--- config.mk ---
export PLATFORM = sky130hd
export DESIGN_NAME = hex_scan_ctrl
export DESIGN_NICKNAME = d
export VERILOG_FILES = /design/src/rtl/hex_scan_ctrl.sv
export SDC_FILE = /design/constraint.sdc
export NUM_CORES = 1
export LEC_CHECK = 0
export CAP_MARGIN = 30
export CORE_MARGIN = 4
export CORE_UTILIZATION = 50
export DETAILED_ROUTE_END_ITERATION = 8
export DONT_BUFFER_PORTS = 1
export GPL_ROUTABILITY_DRIVEN = 1
export HOLD_SLACK_MARGIN = 0.03
export PLACE_DENSITY = 0.76
export SETUP_SLACK_MARGIN = 0.05
export SLEW_MARGIN = 10
export SYNTH_ARGS = -nofsm -noshare
export SYNTH_HDL_FRONTEND = slang
export SYNTH_SLANG_ARGS = --single-unit
export TNS_END_PERCENT = 30
--- constraint.sdc ---
create_clock -name clock_i -period 4.83 [get_ports clock_i]
set_clock_uncertainty 0.15 [all_clocks]
set_input_delay 0.2415 -clock clock_i [delete_from_list [all_inputs] [get_ports clock_i]]
set_output_delay 0.2415 -clock clock_i [all_outputs]
set_load 0.01 [all_outputs]
--- src/rtl/hex_scan_ctrl.sv ---
// Multiplexed 4-digit common-anode 7-seg scanner with blanking gaps and frame-synchronous value updates.
// Optional build macro HEX_SCAN_LZB_EN enables leading-zero blanking of digits 3..1.
module hex_scan_ctrl #(
  parameter int REFRESH_EXP  = 16,
  parameter int BLANK_CYCLES = 64
) (
  input  logic        clock_i,
  input  logic        reset_i,
  input  logic        enable_i,
  input  logic [15:0] value_i,
  input  logic [3:0]  dp_i,
  input  logic        load_i,
  output logic        load_ack_o,
  output logic [3:0]  an_o,
  output logic [7:0]  seg_o,
  output logic [1:0]  digit_o,
  output logic        frame_o
);

  localparam int BLANK_EFF = (BLANK_CYCLES < 1) ? 1 : BLANK_CYCLES;
  localparam int BLANK_W   = $clog2(BLANK_EFF + 1);
  localparam int CW        = (REFRESH_EXP > BLANK_W) ? REFRESH_EXP : BLANK_W;
  localparam logic [CW-1:0] DRIVE_LAST = CW'((64'd1 << REFRESH_EXP) - 64'd1);
  localparam logic [CW-1:0] BLANK_LAST = CW'(BLANK_EFF - 1);

  localparam logic [0:0] ST_BLANK = 1'b0;
  localparam logic [0:0] ST_DRIVE = 1'b1;

  logic [0:0]    state, state_n;
  logic [CW-1:0] cnt, cnt_n;
  logic [1:0]    digit, digit_n;
  logic [15:0]   shadow_val, shadow_val_n, pend_val, pend_val_n;
  logic [3:0]    shadow_dp, shadow_dp_n, pend_dp, pend_dp_n;
  logic          pend_flag, pend_flag_n;
  logic          ack_n, frame_n;
  logic [3:0]    an_n;
  logic [7:0]    seg_n;
  logic          shown;

  function automatic logic [7:0] hex_to_seg(input logic [3:0] n);
    case (n)
      4'h0: hex_to_seg = 8'hC0;
      4'h1: hex_to_seg = 8'hF9;
      4'h2: hex_to_seg = 8'hA4;
      4'h3: hex_to_seg = 8'hB0;
      4'h4: hex_to_seg = 8'h99;
      4'h5: hex_to_seg = 8'h92;
      4'h6: hex_to_seg = 8'h82;
      4'h7: hex_to_seg = 8'hF8;
      4'h8: hex_to_seg = 8'h80;
      4'h9: hex_to_seg = 8'h90;
      4'hA: hex_to_seg = 8'h88;
      4'hB: hex_to_seg = 8'h83;
      4'hC: hex_to_seg = 8'hC6;
      4'hD: hex_to_seg = 8'hA1;
      4'hE: hex_to_seg = 8'h86;
      default: hex_to_seg = 8'h8E;
    endcase
  endfunction

  // Next-state view of the scanner; outputs are registered from these values so they line up with state.
  always_comb begin
    state_n      = state;
    cnt_n        = cnt;
    digit_n      = digit;
    shadow_val_n = shadow_val;
    shadow_dp_n  = shadow_dp;
    pend_val_n   = pend_val;
    pend_dp_n    = pend_dp;
    pend_flag_n  = pend_flag;
    ack_n        = 1'b0;
    frame_n      = 1'b0;

    if (!enable_i) begin
      // Dark display: nothing to tear, so loads bypass the pending stage.
      state_n = ST_BLANK;
      cnt_n   = '0;
      digit_n = 2'd0;
      if (load_i) begin
        shadow_val_n = value_i;
        shadow_dp_n  = dp_i;
        pend_flag_n  = 1'b0;
        ack_n        = 1'b1;
      end
    end else begin
      if (state == ST_BLANK) begin
        if (cnt == BLANK_LAST) begin
          state_n = ST_DRIVE;
          cnt_n   = '0;
        end else begin
          cnt_n = cnt + CW'(1);
        end
      end else begin
        if (cnt == DRIVE_LAST) begin
          state_n = ST_BLANK;
          cnt_n   = '0;
          digit_n = digit + 2'd1;
          frame_n = (digit == 2'd3);
        end else begin
          cnt_n = cnt + CW'(1);
        end
      end

      if (frame_n) begin
        if (load_i) begin
          shadow_val_n = value_i;
          shadow_dp_n  = dp_i;
          pend_flag_n  = 1'b0;
          ack_n        = 1'b1;
        end else if (pend_flag) begin
          shadow_val_n = pend_val;
          shadow_dp_n  = pend_dp;
          pend_flag_n  = 1'b0;
          ack_n        = 1'b1;
        end
      end else if (load_i) begin
        pend_val_n  = value_i;
        pend_dp_n   = dp_i;
        pend_flag_n = 1'b1;
      end
    end
  end

  always_comb begin
    shown = (state_n == ST_DRIVE);
`ifdef HEX_SCAN_LZB_EN
    if ((digit_n != 2'd0) && ((shadow_val_n >> {digit_n, 2'b00}) == 16'h0000))
      shown = 1'b0;
`endif
    an_n  = 4'hF;
    seg_n = 8'hFF;
    if (shown) begin
      an_n  = ~(4'b0001 << digit_n);
      seg_n = hex_to_seg(shadow_val_n[{digit_n, 2'b00} +: 4]) & {~shadow_dp_n[digit_n], 7'h7F};
    end
  end

  always_ff @(posedge clock_i) begin
    if (reset_i) begin
      state      <= ST_BLANK;
      cnt        <= '0;
      digit      <= 2'd0;
      shadow_val <= 16'h0000;
      shadow_dp  <= 4'h0;
      pend_val   <= 16'h0000;
      pend_dp    <= 4'h0;
      pend_flag  <= 1'b0;
      load_ack_o <= 1'b0;
      frame_o    <= 1'b0;
      an_o       <= 4'hF;
      seg_o      <= 8'hFF;
      digit_o    <= 2'd0;
    end else begin
      state      <= state_n;
      cnt        <= cnt_n;
      digit      <= digit_n;
      shadow_val <= shadow_val_n;
      shadow_dp  <= shadow_dp_n;
      pend_val   <= pend_val_n;
      pend_dp    <= pend_dp_n;
      pend_flag  <= pend_flag_n;
      load_ack_o <= ack_n;
      frame_o    <= frame_n;
      an_o       <= an_n;
      seg_o      <= seg_n;
      digit_o    <= digit_n;
    end
  end

endmodule
Word level (Yosys, flattened, before mapping)
Memory sizes are Yosys's and may differ from the RTL's.
Cells that the tools add are included.
{"block": "op_classes", "n_reduce_logical": 6, "shifts": 2, "bitwise": 6, "eq_ne": 3, "magnitude_cmp": 1, "multipliers": 0, "div_mod_pow": 0, "n_mux": 35, "addsub": 2}
{"operator": "2-to-1 mux 16 bit", "n": 8}
{"operator": "2-to-1 mux 4 bit", "n": 5}
{"operator": "2-to-1 mux 1 bit", "n": 17}
{"operator": "adder 16 x 1 -> 16 bit, second input constant", "n": 1}
{"operator": "equality test 16 bit, second input constant", "n": 1}
{"operator": "equality test 16 x 6 -> 1 bit, second input constant", "n": 1}
{"operator": "indexed part select 16 x 5 -> 4 bit", "n": 1}
{"operator": "AND 8 bit", "n": 1}
{"operator": "2-to-1 mux 8 bit", "n": 1}
{"operator": "2-to-1 mux 2 bit", "n": 3}
{"operator": "inverter 1 bit", "n": 4}
{"operator": "inverter 4 bit", "n": 1}
{"operator": "nonzero test 2 bit", "n": 2}
{"operator": "OR reduction 2 bit", "n": 2}
{"operator": "<< shifter 1 x 2 -> 4 bit, first input constant", "n": 1}
{"operator": "< comparator 2 x 3 -> 1 bit, second input constant", "n": 1}
{"operator": "AND reduction 3 bit", "n": 1}
{"operator": "adder 2 x 1 -> 2 bit, second input constant", "n": 1}
{"operator": "binary-select mux 1 bit (select 2 bit)", "n": 1}
{"operator": "equality test 2 bit, second input constant", "n": 1}
{"operator": "AND reduction 2 bit", "n": 1}
{"block": "totals", "latchBits": 0, "romBits": 112, "mem_count": 1, "inputBits": 24, "mem_bits_rw": 0, "regBits": 74}
{"memory": "(name not given)", "depth": 16, "word_bits": 7, "read_ports": 1, "rd_clocked_by_memory_dff": 0, "write_ports": 0, "line": "41", "source": "case (n)"}

Depth between registers and ports, before layout
Gate-level depths: netlist (run 1).
{"block": "depth", "ltp_word": 10, "mapped_depth": 14}

Least setup slack after synthesis (run 1)
Ideal clock, no wire load.
{"block": "synth_timing", "path_kind": "reg2reg", "startpoint": "reg digit[1]", "endpoint": "reg seg_o[0]", "stages_incl_launch_ff": 13, "period_less_slack_ns": 3.412, "setup_ns": 0.122, "t_arrival_ns": 3.140, "slack_ns": 1.418, "n_path_buf": 2, "cell_sequence": "dfxtp_1 > ha_1 > and3_1 > clkbuf_1 > and2_1 > a21oi_2 > clkbuf_1 > a211oi_1 > nor4_1 > inv_1 > ha_1 > nor4_2 > nor3_1"}
{"block": "synth_via", "elab_chain_cells": 10, "elab_cells_between_ends": 14, "cone_classes": "1 x add/sub; 1 x eq/ne; 1 x shift; 9 x mux; 1 x bitwise; 1 x memory"}
{"item": "start: declaration", "line": "31", "source": "logic [1:0] digit, digit_n;"}
{"item": "start signal: assignment", "line": "156", "source": "digit <= digit_n;"}
{"item": "equality test 2 bit", "line": "98", "source": "frame_n = (digit == 2'd3);"}
{"item": "2-to-1 mux 1 bit", "line": "94", "source": "if (cnt == DRIVE_LAST) begin"}
{"item": "2-to-1 mux 1 bit", "line": "86", "source": "if (state == ST_BLANK) begin"}
{"item": "2-to-1 mux 1 bit", "line": "74", "source": "if (!enable_i) begin"}
{"item": "2-to-1 mux 16 bit", "line": "104", "source": "if (frame_n) begin"}
{"item": "2-to-1 mux 16 bit", "line": "74"}
{"item": "indexed part select 16 x 5 -> 4 bit *", "line": "134", "source": "seg_n = hex_to_seg(shadow_val_n[{digit_n, 2'b00} +: 4]) & {~shadow_dp_n[digit_n], 7'h7F};"}
{"item": "memory (16 x 7 bit) *"}
{"item": "2-to-1 mux 8 bit *", "line": "132", "source": "if (shown) begin"}
{"item": "AND 8 bit *", "line": "134"}
{"item": "end signal: assignment", "line": "165", "source": "seg_o <= seg_n;"}
{"item": "end: declaration", "line": "15", "source": "output logic [7:0] seg_o,"}
Every way passes the cells marked *; elsewhere a longest branch is shown, timed or not. The select of a mux whose other input is x is not followed.
A chain may end at the register's enable or synchronous reset.

Final worst setup path (run 1)
{"block": "layout_timing", "startpoint": "reg cnt[0]", "endpoint": "reg seg_o[0]"}
{"block": "layout_via", "elab_chain_cells": 10, "elab_cells_between_ends": 20, "cone_classes": "2 x eq/ne; 1 x shift; 13 x mux; 2 x bitwise; 1 x reduce/logical; 1 x memory"}
{"item": "start: declaration", "line": "30", "source": "logic [CW-1:0] cnt, cnt_n;"}
{"item": "start signal: assignment", "line": "155", "source": "cnt <= cnt_n;"}
{"item": "equality test 16 bit", "line": "94"}
{"item": "2-to-1 mux 1 bit", "line": "94"}
{"item": "2-to-1 mux 1 bit", "line": "86"}
{"item": "2-to-1 mux 1 bit", "line": "74"}
{"item": "2-to-1 mux 16 bit", "line": "104"}
{"item": "2-to-1 mux 16 bit", "line": "74"}
{"item": "indexed part select 16 x 5 -> 4 bit", "line": "134"}
{"item": "memory (16 x 7 bit)"}
{"item": "2-to-1 mux 8 bit", "line": "132"}
{"item": "AND 8 bit", "line": "134"}
Several ways; a longest one is shown, not always the timed one. The select of a mux whose other input is x is not followed.

==> results of run 1 <==
state kept, by name (all words and copies together), names as in the netlist:
name	flops
state	1
seg_o	8
load_ack_o	1
cnt	16
an_o	4
pend_flag	1
digit	2
frame_o	1
pend_val	16
shadow_val	16
pend_dp	4
shadow_dp	4
layout make-up:
type / count / share of cell area
timing repair buffer: 40 / 0.0879
clock inverter: 5 / 0.0118
multi-input combinational: 349 / 0.495
sequential: 74 / 0.334
clock buffer: 11 / 0.0341
inverter: 11 / 0.00930
tap: 99 / 0.0279
path summary, 6_finish.rpt:
kind / from / slack [ps] / end
worst max-delay path: cnt[0] / 650 / seg_o[0]
worst max register to register: cnt[0] / 650 / seg_o[0]
worst min-delay path: reset_i / 30 / pend_dp[2]
worst min register to register: pend_val[9] / 310 / pend_val[9]
worst max-delay path, cell delays in order (launching register included):
cell      delay [ps]
dfxtp_1          370
ha_1             220
nand3_1          220
nor3_4           470
a211oi_1         180
a211oi_1         810
o32ai_1          290
a221oi_1         320
buf_4            220
inv_1             60
ha_1             240
nor2_1           170
nand4_1          110
mux2i_1          160
nor3_1            70
kinds of logic (layout without fill, tap and decap cells):
kind of cell               after synthesis  after routing  synth area share
and+or+nand+nor                        206            206             0.281
adders and majority gates                8              8            0.0260
buffers and inverters                   42             67            0.0464
DFF                                     74             74             0.385
AOI/OAI and AO/OA                      101            101             0.177
muxes                                   19             19            0.0507
xor gates and xnor gates                15             15            0.0341
cell usage after synthesis, types with 3 or more instances:
master	number	area share
a211oi_1	16	0.031
a21oi_1	30	0.039
a31oi_1	6	0.0097
and3_1	11	0.018
buf_1	5	0.0049
buf_4	3	0.0058
clkbuf_1	20	0.019
dfxtp_1	74	0.38
ha_1	8	0.026
inv_1	11	0.011
mux2_2	4	0.012
mux2i_1	15	0.039
nand2_1	35	0.034
nand2b_1	11	0.018
nand3_1	29	0.038
nand4_1	9	0.015
nor2_1	55	0.054
nor2b_1	7	0.011
nor3_1	22	0.029
nor4_1	5	0.0081
o21ai_0	10	0.013
o21ai_1	4	0.0052
o221ai_1	7	0.016
o22a_1	4	0.0091
o22ai_1	6	0.0097
xnor2_1	9	0.020
xor2_1	6	0.014
routing by layer:
layer / global-route usage / vias to the layer above / wire length (um)
met5: 0 / - / 0
met2: 0.368 / 131 / 4650
met1: 0.308 / 1691 / 4440
met4: 0.0995 / 0 / 245
li1: - / 1717 / -
met3: 0.0391 / 21 / 777
power by group:
group          internal, mW  leakage (nW)  total [mW]  switching (mW)
sequential            0.629         0.603       0.640          0.0109
combinational        0.0668         0.905       0.148          0.0808
clock                 0.264         0.105       0.493           0.229
repair_timing:
action / 4_1_cts / 5_1_grt
hold buffers: 33 / 0
endpoints found under the setup margin: 0 / 0
buffers inserted: 0 / 0
endpoints found under the hold margin: 46 / 0
==> results summary, run 1 <==
The worst setup path is of the reg -> reg kind. The post-route antenna net violation count is 0. Counting flops with an async set or reset pin after synthesis yields a share of 0. The highest clock frequency the design can meet came out at 239 MHz. The starting density of the core came out at 0.523. The total of flip-flops plus latches after synthesis came out at 74. For this run, the total global-route usage over all layers was measured as 0.231. The synthesized area per cell is 8.28 um^2. The final hold violation count came out at 0.

Leaving out fill and tap cells, the most frequent cell in the layout is dfxtp_1. Pin placement for this block handled 40 I/O pins. At the worst endpoint, the required time is 4920 ps. The TritonCTS clock tree is yes. For this run, the post-layout net count is 517. The highest fanout seen on the critical path came out at 15. The ratio of cells with drive above 1 in the final layout came out at 0.0898. The first-pass detailed-route iteration total is 5.

Clock tree synthesis found a total of 74 sinks. The iteration-0 DRC count of the detailed router came out at 194. The synthesized net count came out at 497.

The count of buffers inserted at the top-level ports came out at 0. The via count of the first global-routing pass was 3,293. The post-route cell area came out at 4440 um^2. The clock period minus worst slack came out at 4180 ps. The area of the die came out at 9170 um^2.

At the pin with the least slew margin, the transition time is 953 ps. The worst-case clock buffer depth is 2. The combined area of the multi-input logic cells came out at 2200 um^2. The highest ir drop seen on vdd is 0.000169 V. The global placer's final weighted congestion is 0.886. The global-route wire length before repair is 16,400 um.

The reported leakage power is 1.61 nW. The depth of the most critical reg-to-reg path came out at 14. The number of max-slew violations in the final report is 0. The worst slack on hold paths came out at 32.6 ps. Counting the fill cells in the layout gives 658. The total power of the final layout came out at 1.28 mW. The area of the core region came out at 7370 um^2. Setup repair after global routing left no endpoint under its margin. Buffers inserted during clock tree synthesis total 9. Setup slack on the critical path of the routed design comes to 650 ps.

The share of the Yosys chip area taken by registers is 0.385. The total overflow left after global routing is 0. The clock insertion delay at the later pin of the skew report is 350 ps. The number of standard cells after synthesis is 465. The final cell utilization of the core came out at 0.602. The run finished with clean final reports. The launching element type of the critical path is a register.

The post-place instance area came out at 3890 um^2. The number of resized instances in the post-cts repair step came out at 0. The tightest min-delay check is of the in -> reg type.

The tree is rooted in a clkbuf_8. The clock tree synthesis step divided the H-tree into 3 levels. The number of remaining DRC errors is 0.

Counting flops with a built-in enable in the synthesized netlist gives 0. The number of instances on the worst hold path came out at 2. The library cells used most frequently in the layout, excluding fill and tap cells, are dfxtp_1, nor2_1, nand2_1. The routed via count came out at 3,560.

Dividing the detail-routed wire length by the instance count gives 17.2 um. The reported max-cap violation count is 0. The final layout contains routed wiring with a total length of 10,100 um. Setup violations remaining at the end of the flow were counted as 0. The data arrival time of the critical path is 4270 ps. The clock-pin slew reported for the worst setup and hold paths after clock tree synthesis is 80 ps.

The number of antenna cells inserted came out at 0. The worst setup path is captured at a register. During synthesis, Yosys emitted a total of 0 warnings. The setup total negative slack is 0 ps. The part of the cycle the worst path needs is 0.866. Row generation in the floorplan step produced 31 rows. The layout overhead on the synthesized area came out at 15.2%. The count of unique library cells instantiated by Yosys is 63. The post-route non-filler standard cell count is 589. For this run, the leading register cell type out of synthesis is dfxtp_1. The total power density per cell area came out at 289 nW/um^2.

The post-DP HPWL came out at 6700 um. The vertical extent of the die is 95.8 um. The initial antenna violation count is 0.

The setup slack at placement is 753 ps. The post-synth design cell area came out at 3850 um^2. Using the TritonRoute via totals, the vias-per-cell ratio works out to 6.04.

The area occupied by registers came out at 1480 um^2. Once placement completed, the tool counted placed cells totaling 539. The pin count of the biggest net entering global routing is 44. In this run the tightest slew margin relative to its limit is 0.361. The horizontal die dimension came out at 95.8 um.
Note: power is estimated with default switching activity, not from simulation.
==> inputs of run 2 (changes only) <==
--- a/config.mk
+++ b/config.mk
@@ -11,9 +11,9 @@
 export DETAILED_ROUTE_END_ITERATION = 8
 export DONT_BUFFER_PORTS = 1
 export GPL_ROUTABILITY_DRIVEN = 1
-export HOLD_SLACK_MARGIN = 0.03
-export PLACE_DENSITY = 0.76
-export SETUP_SLACK_MARGIN = 0.05
+export HOLD_SLACK_MARGIN = 0.08
+export PLACE_DENSITY = 0.73
+export SETUP_SLACK_MARGIN = 0.02
 export SLEW_MARGIN = 10
 export SYNTH_ARGS = -nofsm -noshare
 export SYNTH_HDL_FRONTEND = slang
==> run 2 against run 1 <==
Against the previous run: final cell count fell by 0.51%; count of clock-buffer cells in the layout fell by 2; die area unchanged; register-to-register slack better by 20 ps; setup slack improved by 23 ps; core utilization shrank 0.51 points; combinational power barely moved; via count down 0.11%; first-iteration DRC count rose by 31%.
==> results summary, run 2 (same netlist as run 1, synthesis figures left out) <==
The critical path goes through ha_1 -> nand4_1 -> nor4_4 -> a21oi_2 -> o221ai_1 -> nor2_1 -> a221oi_1 -> inv_1 -> ha_1 -> nor2_1 -> nand4_1 -> mux2i_1 -> nor3_1. TritonCTS built the clock tree. The deepest level of the CTS H-tree came out at 3.

The part of the cycle the worst path needs came out at 0.861. The number of buffers added to fix hold violations after cts is 29. The critical setup path kind is reg -> reg. The initial antenna violation count was 0. The vertical extent of the die is 95.8 um. The total routing usage reported by global routing is 0.236. The global-route wire length before repair came out at 16,600 um.

The worst-case clock buffer depth came out at 2. Once placement completed, the tool counted placed cells totaling 539. The data arrival time of the critical path is 4260 ps.

The first-pass detailed-route iteration total is 5. The routed layout has 3,556 vias. The final cell utilization of the core came out at 0.597. The reported max-cap violation count is 0. The reported leakage power is 1.61 nW. In this run the worst path has a maximum fanout of 18.

The final hold violation count is 0. The highest clock frequency the design can meet is 241 MHz. The area of the core region is 7370 um^2. The clock insertion delay at the later pin of the skew report is 360 ps. The post-detailed-routing wire length came out at 10,100 um. The critical path buffer and inverter count came out at 1.

The total power density per cell area is 287 nW/um^2. After filler insertion, the fill cell instance count of the layout stands at 632. The wire-length estimate of the detail-placed layout is 6660 um. The starting density of the core came out at 0.523. Entering global routing, the biggest net connects 44 pins. The clock period minus worst slack came out at 4160 ps. The flow ran to the end, and the final reports show no timing, DRC or antenna violations. The detail route stage leaves a number of antenna-violating nets equal to 0. The clock buffer count from CTS is 9. For this run, the post-layout net count is 513. After clock tree synthesis, the setup repair step added 0 buffers. The iteration-0 DRC count of the detailed router is 255. The horizontal die dimension came out at 95.8 um. In the layout the commonest cells are dfxtp_1, nor2_1, nand2_1. After detailed routing, the number of vias per cell comes to 6.07. In the final layout, the share of cells above drive strength 1 is 0.0905. The library cell used most frequently in the layout, excluding fill and tap cells, is dfxtp_1.

The combined area of the multi-input logic cells is 2200 um^2. On the worst path, the slowest cell contributes a delay of 780 ps. Input and output buffers added on the ports amount to 0. The total congestion overflow is 0. STA classifies the critical path endpoint as a register. The number of remaining DRC errors came out at 0.

The setup violation total in the final timing report is 0. In the final layout, flip-flops and latches occupy 1480 um^2. The number of top-level pins came out at 40.

The root buffer cell chosen for the clock tree is clkbuf_8. The max-slew headroom at the worst pin came out at 0.405. The kind of cell adding the most delay to the critical path is compound AO/OA/AOI/OAI gates. Setup repair after global routing left no endpoint under its margin. The number of max-slew violations in the final report is 0. The via count of the first global-routing pass is 3,452. STA classifies the critical path startpoint as a register. The class of the worst hold path is in -> reg. At the end of routability-driven placement, the weighted congestion stood at 0.885. The transition time at the pin with the least slew margin is 887 ps. The clock-pin slew reported for the worst setup and hold paths after clock tree synthesis came out at 80 ps.

The largest registers in the layout are cnt x16, pend_val x16, shadow_val x16. The total power of the final layout came out at 1.26 mW. Dividing the detail-routed wire length by the instance count gives 17.2 um.

The highest ir drop seen on vdd came out at 0.000183 V. The critical path required time came out at 4930 ps. The worst register-to-register path has a setup slack of 670 ps. The number of resized instances in the post-cts repair step came out at 0. The layout overhead on the synthesized area came out at 14.3%. The number of standard-cell rows in the floorplan is 31. Setup total negative slack on the finished layout was measured at 0 ps.

The post-route non-filler standard cell count is 586. The number of sinks handled by clock tree synthesis came out at 74. Among all stages on the critical path, the largest delay is contributed by a221oi_1. The area of the die came out at 9170 um^2.
## run 2: cell types whose count changed in the layout (fill, tap and decap cells not counted), sizes merged
cell and change:
dlygate4sd3 -4, clkbuf -2, clkinv +2, diode +1
## run 2: area by class of cell
| cell class | count | share of cell area |
|---|---|---|
| diodes | 1 | 0.000569 |
| clock inverters | 7 | 0.0159 |
| multi-input cells | 349 | 0.499 |
| well taps | 99 | 0.0281 |
| flip-flops and latches | 74 | 0.337 |
| inverters | 11 | 0.00938 |
| clock buffers | 9 | 0.0281 |
| repair buffers | 36 | 0.0819 |
## run 2: metal layers
| layer | wire [um] | part of all wire | GRT usage | vias up |
|---|---|---|---|---|
| met5 | 0 | 0 | 0.0179 | - |
| li1 | - | - | - | 1721 |
| met4 | 257 | 0.025 | 0.111 | 0 |
| met1 | 4440 | 0.44 | 0.301 | 1671 |
| met3 | 661 | 0.065 | 0.0602 | 25 |
| met2 | 4740 | 0.47 | 0.372 | 139 |
## run 2: worst reg2reg max path, delay by kind of cell (launching register included)
family	cells	cell delay (ps)
AO/OA/AOI/OAI	3	1510
adder cells (fa/ha/maj)	2	520
buffers and inverters	1	150
flip-flops	1	370
multiplexers	1	170
AND/OR/NAND/NOR	6	1180
## run 2: metrics by stage
| step | instance area (um^2) | setup WS, ps | hold WS, ps |
|---|---|---|---|
| final | 4400 | 673 | 110 |
| after global routing | 4400 | 225 | 99.0 |
| after CTS | 4380 | 678 | 90.8 |
| after detailed placement | 3890 | 695 | 168 |
| after global placement | 3880 | 883 | 168 |
| after floorplan | 3850 | 1420 | 235 |
## run 2: final timing paths
check,cells past startpoint,endpoint,from
setup / recovery,13,seg_o[0],cnt[0]
hold / removal,3,shadow_val[14],enable_i
setup reg to reg,13,seg_o[0],cnt[0]
hold reg to reg,2,pend_val[10],pend_val[10]
## run 2: where the power goes
group | total, mW | switching [mW] | internal (mW)
sequential | 0.642 | 0.0132 | 0.629
combinational | 0.145 | 0.0797 | 0.0656
clock | 0.474 | 0.237 | 0.237
total | 1.26 | 0.330 | 0.932
